===== config.mk =====
export PLATFORM = sky130hd
export DESIGN_NAME = seq_divider
export DESIGN_NICKNAME = d
export VERILOG_FILES = /design/src/rtl/arith_pkg.sv /design/src/rtl/div_step.sv /design/src/rtl/seq_divider.sv
export SDC_FILE = /design/constraint.sdc
export NUM_CORES = 1
export LEC_CHECK = 0
export BUFFER_PORTS_ARGS = -buffer_cell sky130_fd_sc_hd__clkbuf_2
export CAP_MARGIN = 10
export CORE_ASPECT_RATIO = 1.5
export CORE_MARGIN = 2
export CORE_UTILIZATION = 55
export DETAILED_ROUTE_END_ITERATION = 8
export GPL_ROUTABILITY_DRIVEN = 1
export PLACE_DENSITY = 0.9
export SETUP_SLACK_MARGIN = 0.02
export SKIP_CTS_REPAIR_TIMING = 1
export SLEW_MARGIN = 10
export SYNTH_ARGS = -nofsm -noshare
export SYNTH_HDL_FRONTEND = slang
export SYNTH_SLANG_ARGS = --single-unit

===== constraint.sdc =====
create_clock -name clk -period 3.45 [get_ports clk]
set_input_delay 0.8625 -clock clk [delete_from_list [all_inputs] [get_ports clk]]
set_output_delay 0.8625 -clock clk [all_outputs]
set_load 0.05 [all_outputs]

===== src/rtl/arith_pkg.sv =====
// rtl/arith_pkg.sv - shared constants and state encoding for the arithmetic blocks
//
// Contents:
//   ARITH_WIDTH  default operand width shared by the multiplier and divider
//   div_state_t  divider FSM encoding (ST_IDLE, ST_CALC, ST_DONE)
package arith_pkg;

  localparam int ARITH_WIDTH = 8;

  typedef enum logic [1:0] {
    ST_IDLE = 2'd0,
    ST_CALC = 2'd1,
    ST_DONE = 2'd2
  } div_state_t;

endpackage


===== src/rtl/div_step.sv =====
// rtl/div_step.sv - one combinational restoring-division step
//
// Ports:
//   r       in   WIDTH  restored partial remainder from the previous step
//   q_msb   in   1      dividend bit shifted into the partial remainder
//   d       in   WIDTH  divisor
//   r_next  out  WIDTH  restored partial remainder after this step
//   q_bit   out  1      quotient bit produced by this step
module div_step
  import arith_pkg::*;
#(
  parameter int WIDTH = ARITH_WIDTH
) (
  input  logic [WIDTH-1:0] r,
  input  logic             q_msb,
  input  logic [WIDTH-1:0] d,
  output logic [WIDTH-1:0] r_next,
  output logic             q_bit
);

  // R' carries the extra bit so the compare never overflows. A restored R
  // is always below D (or is a prefix of the dividend when D is zero), so it
  // fits in WIDTH bits and the subtraction result does too whenever it is kept.
  logic [WIDTH:0]   r_shift;
  logic [WIDTH-1:0] diff;

  always_comb begin
    r_shift = {r, q_msb};
    diff    = r_shift[WIDTH-1:0] - d;
    q_bit   = (r_shift >= {1'b0, d});
    r_next  = q_bit ? diff : r_shift[WIDTH-1:0];
  end

endmodule


===== src/rtl/seq_divider.sv =====
// rtl/seq_divider.sv - iterative restoring unsigned divider, one quotient bit per clock
//
// Ports:
//   clk          in   1      system clock, rising edge
//   rst          in   1      asynchronous active-high reset
//   start        in   1      begin a division; honoured only while busy is low
//   dividend     in   WIDTH  unsigned dividend, sampled with start
//   divisor      in   WIDTH  unsigned divisor, sampled with start
//   busy         out  1      operation in progress (WIDTH cycles)
//   done         out  1      one-cycle pulse: results valid
//   quotient     out  WIDTH  held until the next completion
//   remainder    out  WIDTH  held until the next completion
//   div_by_zero  out  1      last completed operation had a zero divisor
module seq_divider
  import arith_pkg::*;
#(
  parameter int WIDTH = ARITH_WIDTH
) (
  input  logic             clk,
  input  logic             rst,
  input  logic             start,
  input  logic [WIDTH-1:0] dividend,
  input  logic [WIDTH-1:0] divisor,
  output logic             busy,
  output logic             done,
  output logic [WIDTH-1:0] quotient,
  output logic [WIDTH-1:0] remainder,
  output logic             div_by_zero
);

  localparam int CW = (WIDTH > 2) ? $clog2(WIDTH) : 1;
  localparam logic [CW-1:0] LAST_STEP = CW'(WIDTH - 1);

  div_state_t       state, state_next;
  logic [WIDTH-1:0] q_reg;
  logic [WIDTH-1:0] d_reg;
  logic [WIDTH-1:0] r_reg;
  logic [CW-1:0]    cnt;
  logic [WIDTH-1:0] r_next;
  logic             q_bit;
  logic [WIDTH-1:0] q_shift;
  logic             accept;
  logic             last_step;

  div_step #(.WIDTH(WIDTH)) u_step (
    .r      (r_reg),
    .q_msb  (q_reg[WIDTH-1]),
    .d      (d_reg),
    .r_next (r_next),
    .q_bit  (q_bit)
  );

  assign q_shift = {q_reg[WIDTH-2:0], q_bit};

  always_comb begin
    state_next = state;
    accept     = 1'b0;
    last_step  = 1'b0;
    case (state)
      ST_IDLE: begin
        if (start) begin
          accept     = 1'b1;
          state_next = ST_CALC;
        end
      end
      ST_CALC: begin
        if (cnt == LAST_STEP) begin
          last_step  = 1'b1;
          state_next = ST_DONE;
        end
      end
      ST_DONE: begin
        // A start held through the done cycle chains straight into CALC.
        if (start) begin
          accept     = 1'b1;
          state_next = ST_CALC;
        end else begin
          state_next = ST_IDLE;
        end
      end
      default: state_next = ST_IDLE;
    endcase
  end

  always_ff @(posedge clk or posedge rst) begin
    if (rst) begin
      state       <= ST_IDLE;
      q_reg       <= '0;
      d_reg       <= '0;
      r_reg       <= '0;
      cnt         <= '0;
      quotient    <= '0;
      remainder   <= '0;
      div_by_zero <= 1'b0;
    end else begin
      state <= state_next;
      if (accept) begin
        q_reg <= dividend;
        d_reg <= divisor;
        r_reg <= '0;
        cnt   <= '0;
      end else if (state == ST_CALC) begin
        q_reg <= q_shift;
        r_reg <= r_next;
        cnt   <= cnt + 1'b1;
        if (last_step) begin
          quotient    <= q_shift;
          remainder   <= r_next;
          div_by_zero <= (d_reg == '0);
        end
      end
    end
  end

  assign busy = (state == ST_CALC);
  assign done = (state == ST_DONE);

endmodule


=== After elaboration in Yosys (flattened, before gate mapping) ===
Cells that the tools add are included.

* Logic and storage cells: 38
* Flip-flop bits (word level): 46
* Output and inout port bits: 19
* Bits of input ports: 19

* Multiplexer cells: 15
* Magnitude comparators: 1
* Bitwise operators: 1
* Reductions and logical operators: 6
* Add/sub/neg operators: 2
* Eq/ne operators: 5

{| class="wikitable"
|+ Operators by type and width
! kind !! number
|-
| 8-bit 2-to-1 mux || 5
|-
| 9-bit by 8-bit greater-or-equal comparator with 1-bit output || 1
|-
| 8-bit zero test || 1
|-
| 8-bit subtractor || 1
|-
| 3-bit 2-to-1 mux || 2
|-
| 2-bit case mux with 3 select lines || 1
|-
| 1-bit 2-to-1 mux || 5
|-
| 2-bit 2-to-1 mux || 2
|-
| 3-bit by 1-bit adder with 3-bit output (second input constant) || 1
|-
| 3-bit equality test (second input constant) || 1
|-
| 3-bit AND reduction || 1
|-
| 2-bit by 1-bit equality test with 1-bit output (second input constant) || 1
|-
| 2-bit equality test (second input constant) || 1
|-
| 2-bit zero test || 1
|-
| 2-bit by 1-bit != test with 1-bit output (second input constant) || 1
|-
| 2-bit != test (second input constant) || 1
|-
| 2-bit AND reduction || 1
|-
| 2-bit nonzero test || 1
|-
| 2-bit OR reduction || 1
|-
| 1-bit NOT || 1
|}

=== Logic depth before layout (Yosys ltp) ===
* Depth in word-level cells: 5
* Mapped depth: 8

=== Cells and area by module ===
Synthesis repeated with hierarchy kept, for this count alone.

* Cells, all modules: 191
* Area, all modules: 2381.0 um^2

{| class="wikitable"
|+ By module, submodules not included
! module !! seq. area each (um^2) !! cells each !! instances !! area each (um^2)
|-
| seq_divider || 1151.1 || 125 || 1 || 1841.8
|-
| div_step || 0.0 || 66 || 1 || 539.3
|}

=== Worst setup path before layout ===
No wires, ideal clock.

* Path kind: reg2out
* Start: register state[1]
* End: output busy
* Path buffers: 1
* Setup slack: 1324 ps
* Arrival: 1264 ps
* Cell stages (with the launch flop): 4
* Cells stage by stage: dfrtp_1 nand2b_1 clkinv_1 clkbuf_1

* Cells in the longest elaborated chain, start to end: 1

{| class="wikitable"
|+ RTL lines
! what !! RTL line !! source
|-
| from (decl) || seq_divider.sv:34 || <nowiki>div_state_t state, state_next;</nowiki>
|-
| from (signal assigned) || seq_divider.sv:96 || <nowiki>state <= state_next;</nowiki>
|-
| 2-bit by 1-bit equality test with 1-bit output || seq_divider.sv:115 || <nowiki>assign busy = (state == ST_CALC);</nowiki>
|-
| to (decl) || seq_divider.sv:24 || <nowiki>output logic busy,</nowiki>
|}

No other way between the ends.

=== Worst setup path in the final report ===
* Start: register r_reg[5]
* End: register r_reg[0]

* Cells in the longest elaborated chain, start to end: 4

{| class="wikitable"
|+ RTL lines
! what !! RTL line !! source
|-
| from (decl) || seq_divider.sv:37 || <nowiki>logic [WIDTH-1:0] r_reg;</nowiki>
|-
| from (signal assigned) || seq_divider.sv:104 || <nowiki>r_reg <= r_next;</nowiki>
|-
| 9-bit by 8-bit greater-or-equal comparator with 1-bit output || div_step.sv:30 || <nowiki>q_bit = (r_shift >= {1'b0, d});</nowiki>
|-
| 8-bit 2-to-1 mux || div_step.sv:31 || <nowiki>r_next = q_bit ? diff : r_shift[WIDTH-1:0];</nowiki>
|-
| 8-bit 2-to-1 mux || seq_divider.sv:102 || <nowiki>end else if (state == ST_CALC) begin</nowiki>
|-
| 8-bit 2-to-1 mux || seq_divider.sv:97 || <nowiki>if (accept) begin</nowiki>
|}

No other way between the ends. The select of a mux whose other input is x is not followed.
A chain may end at the register's enable or synchronous reset.

==> load_flow_metrics.sql <==
INSERT INTO impl_metrics (metric_group, metric, value, unit) VALUES
('routing', 'first_pass_iteration_count_of_the_detailed_router', '4', ''),
('routing', 'avgRoutedWirePerCell', '16.8', 'um'),
('synth', 'yosys.cell_count.top_type', 'sky130_fd_sc_hd__nand2_1', ''),
('worst_hold_path', 'holdCritPathClass', 'register to register', ''),
('layout', 'net_count_reported_at_finish', '316', ''),
('synth', 'synth_top_family_by_area', 'compound AO/OA/AOI/OAI gates', ''),
('synth', 'syn-num-nets', '278', ''),
('routing', 'antenna_left', '0', ''),
('layout', 'post_route_design_area', '2690', 'um^2'),
('grt', 'number_of_antenna_violations_at_the_first_check_in_global_routing', '0', ''),
('synth', 'synth.yosys.warnings', '0', ''),
('layout', 'fraction_of_final_layout_cells_sized_beyond_drive_strength_1', '0.206', ''),
('floorplan', 'initial_core_util', '0.565', ''),
('synth', 'synthesis.area', '2360', 'um^2'),
('floorplan', 'fp.dieArea', '4840', 'um^2'),
('flow_run', 'drv_cap', '0', ''),
('place', 'finalWeightedCongestion', '1.02', ''),
('synth', 'ys_ff_latch', '46', ''),
('timing', 'period_needed', '2440', 'ps'),
('clock_network', 'ctsRootBufferMaster', 'sky130_fd_sc_hd__clkbuf_8', ''),
('timing', 'timing.clock.skew', '7.90', 'ps'),
('layout', 'fillerInstances', '327', ''),
('place', 'port_buffers', '37', ''),
('layout', 'area_growth', '14.2', '%'),
('place', 'place_hpwl', '4040', 'um'),
('clock_network', 'tritoncts', 'yes', ''),
('synth', 'synth.mux.area_fraction', '0.00425', ''),
('routing', 'postRouteWirelength', '5600', 'um'),
('routing', 'dr_total_vias', '2016', ''),
('floorplan', 'die_w', '57.5', 'um'),
('synth', 'synth_cells', '248', ''),
('timing', 'finalSetupViolCount', '0', ''),
('clock_network', 'cts_num_sinks', '46', ''),
('setup_path', 'timing.critical_path.from_type', 'register', ''),
('synth', 'synth_xor_xnor_area_share', '0.00743', ''),
('timing', 'tightestPinTransition', '867', 'ps'),
('synth', 'synth.distinct_cells', '53', ''),
('setup_path', 'critical_path_peak_fanout', '13', ''),
('synth', 'async_reset_ff_frac', '1.00', ''),
('synth', 'postSynthAreaPerCell', '9.51', 'um^2'),
('timing', 'report.final.hold_viol_count', '0', ''),
('synth', 'synth_top_cells_by_count', 'sky130_fd_sc_hd__nand2_1, sky130_fd_sc_hd__dfrtp_1, sky130_fd_sc_hd__o21ai_0', ''),
('floorplan', 'rows', '29', ''),
('setup_path', 'element_type_at_the_critical_path_end', 'register', ''),
('floorplan', 'core_area', '4170', 'um^2'),
('clock_network', 'clk_pin_slew', '80', 'ps'),
('layout', 'multi_input_comb_area', '1100', 'um^2'),
('routing', 'drc_errors', '0', ''),
('grt', 'grt_first_pass_wirelength', '9280', 'um'),
('synth', 'netlist.top_cell.by_area', 'sky130_fd_sc_hd__dfrtp_1', ''),
('synth', 'synth_edf_count', '0', ''),
('timing', 'relSlewSlack', '0.421', ''),
('synth', 'post_synthesis_share_of_cell_area_spent_on_full_adders_half_adders_and_majority_gates', '0.0616', ''),
('synth', 'synth_compound_area_frac', '0.221', ''),
('timing', 'max_clk_rate', '410', 'MHz'),
('status', 'run_status', 'completed', ''),
('synth', 'synth_top_area_cells', 'sky130_fd_sc_hd__dfrtp_1, sky130_fd_sc_hd__nand2_1, sky130_fd_sc_hd__ha_1', ''),
('timing', 'slew_viol_final', '0', ''),
('timing', 'rsz0062_at_grt', 'false', ''),
('timing', 'tns', '0', 'ps'),
('clock_network', 'clock_insertion_delay_worst_skew', '300', 'ps'),
('clock_network', 'htree_levels', '2', ''),
('floorplan', 'io_pins', '38', ''),
('place', 'placement.cell_area', '2580', 'um^2'),
('clock_network', 'clk_path_buf_depth', '2', ''),
('grt', 'vias_in_the_first_global_route', '2017', ''),
('timing', 'share_of_the_cycle_needed_by_the_critical_path_after_routing', '0.707', ''),
('timing', 'worst_hold_slack', '477', 'ps'),
('setup_path', 'critical_path_arrival', '2620', 'ps'),
('setup_path', 'critPathKind', 'register to register', ''),
('synth', 'synth.top_cell.area_share', '0.488', ''),
('layout', 'sequential_cell_area', '1150', 'um^2'),
('routing', 'post_drt_via_cell_ratio', '6.05', ''),
('grt', 'grt_start_max_net_pins', '32', ''),
('routing', 'drt-initial-drc-count', '127', ''),
('grt', 'grt-ovfl-total', '0', ''),
('synth', 'synth_sequential_area_ratio', '0.488', ''),
('floorplan', 'die_height', '84.2', 'um'),
('layout', 'final_antenna_diode_count', '0', ''),
('synth', 'synth-main-ff-cell', 'sky130_fd_sc_hd__dfrtp_1', ''),
('clock_network', 'cts-buffers-inserted', '5', ''),
('setup_path', 'worst_ep_required_time', '3630', 'ps'),
('synth', 'synth-simple-area-share', '0.171', ''),
('grt', 'grtUsageTotal', '0.247', '');
==> metrics by stage <==
step,util,setup slack (ps),instances
after floorplan,-,1320,248
after global placement,0.619,1170,325
after detailed placement,0.619,1070,325
after CTS,0.645,1060,333
after global routing,0.645,926,333
final,0.645,1010,333
==> area by class of cell <==
class | count | share of cell area
Multi-Input combinational cell | 177 | 0.408
Sequential cell | 46 | 0.428
Tap cell | 46 | 0.0214
Clock inverter | 2 | 0.0139
Clock buffer | 6 | 0.0270
Timing Repair Buffer | 42 | 0.0828
Inverter | 14 | 0.0195
==> metal layers <==
metal | routed length (um) | track usage | share of wire
met5 | 0 | 0 | 0
met4 | 181 | 0.125 | 0.032
met3 | 259 | 0.0416 | 0.046
met2 | 2990 | 0.424 | 0.53
met1 | 2170 | 0.292 | 0.39
==> logic make-up (layout without fill, tap and decap cells) <==
logic type | Yosys count | after routing
DFF | 46 | 46
and+or+nand+nor | 91 | 91
xor gates and xnor gates | 2 | 2
muxes | 1 | 1
adders and majority gates | 11 | 11
AOI/OAI and AO/OA | 72 | 72
buffers and inverters | 25 | 64
==> worst paths after layout <==
check	startpoint	depth (start not counted)	slack [ps]	to
worst max-delay path	r_reg[5]	5	1010	r_reg[0]
worst min-delay path	quotient[5]	2	480	quotient[5]
worst max register to register	r_reg[5]	5	1010	r_reg[0]
worst min register to register	quotient[5]	2	480	quotient[5]
max in group asynchronous	rst	3	2190	r_reg[7]
min in group asynchronous	rst	2	520	quotient[2]
==> worst max-delay path, cell delays in order (launching register included) <==
cell and delay, ps:
sky130_fd_sc_hd__dfrtp_1 430, sky130_fd_sc_hd__ha_1 380, sky130_fd_sc_hd__a21o_1 260, sky130_fd_sc_hd__a211oi_2 770
sky130_fd_sc_hd__nand3_1 200, sky130_fd_sc_hd__a32o_1 290
==> cells in the final DEF (no fill, tap or decap), drive strengths merged, types with 5 or more instances in the layout <==
| cell type | instances |
|---|---|
| clkbuf | 43 |
| ha | 10 |
| a22oi | 7 |
| dfrtp | 46 |
| o31ai | 5 |
| buf | 5 |
| nand2 | 55 |
| nor2 | 10 |
| o21ai | 18 |
| a21oi | 9 |
| inv | 12 |
| a31oi | 5 |
Power is left out: the tool's default activity adds up to more than one toggle a clock period on the data nets, which glitch-free logic cannot reach.
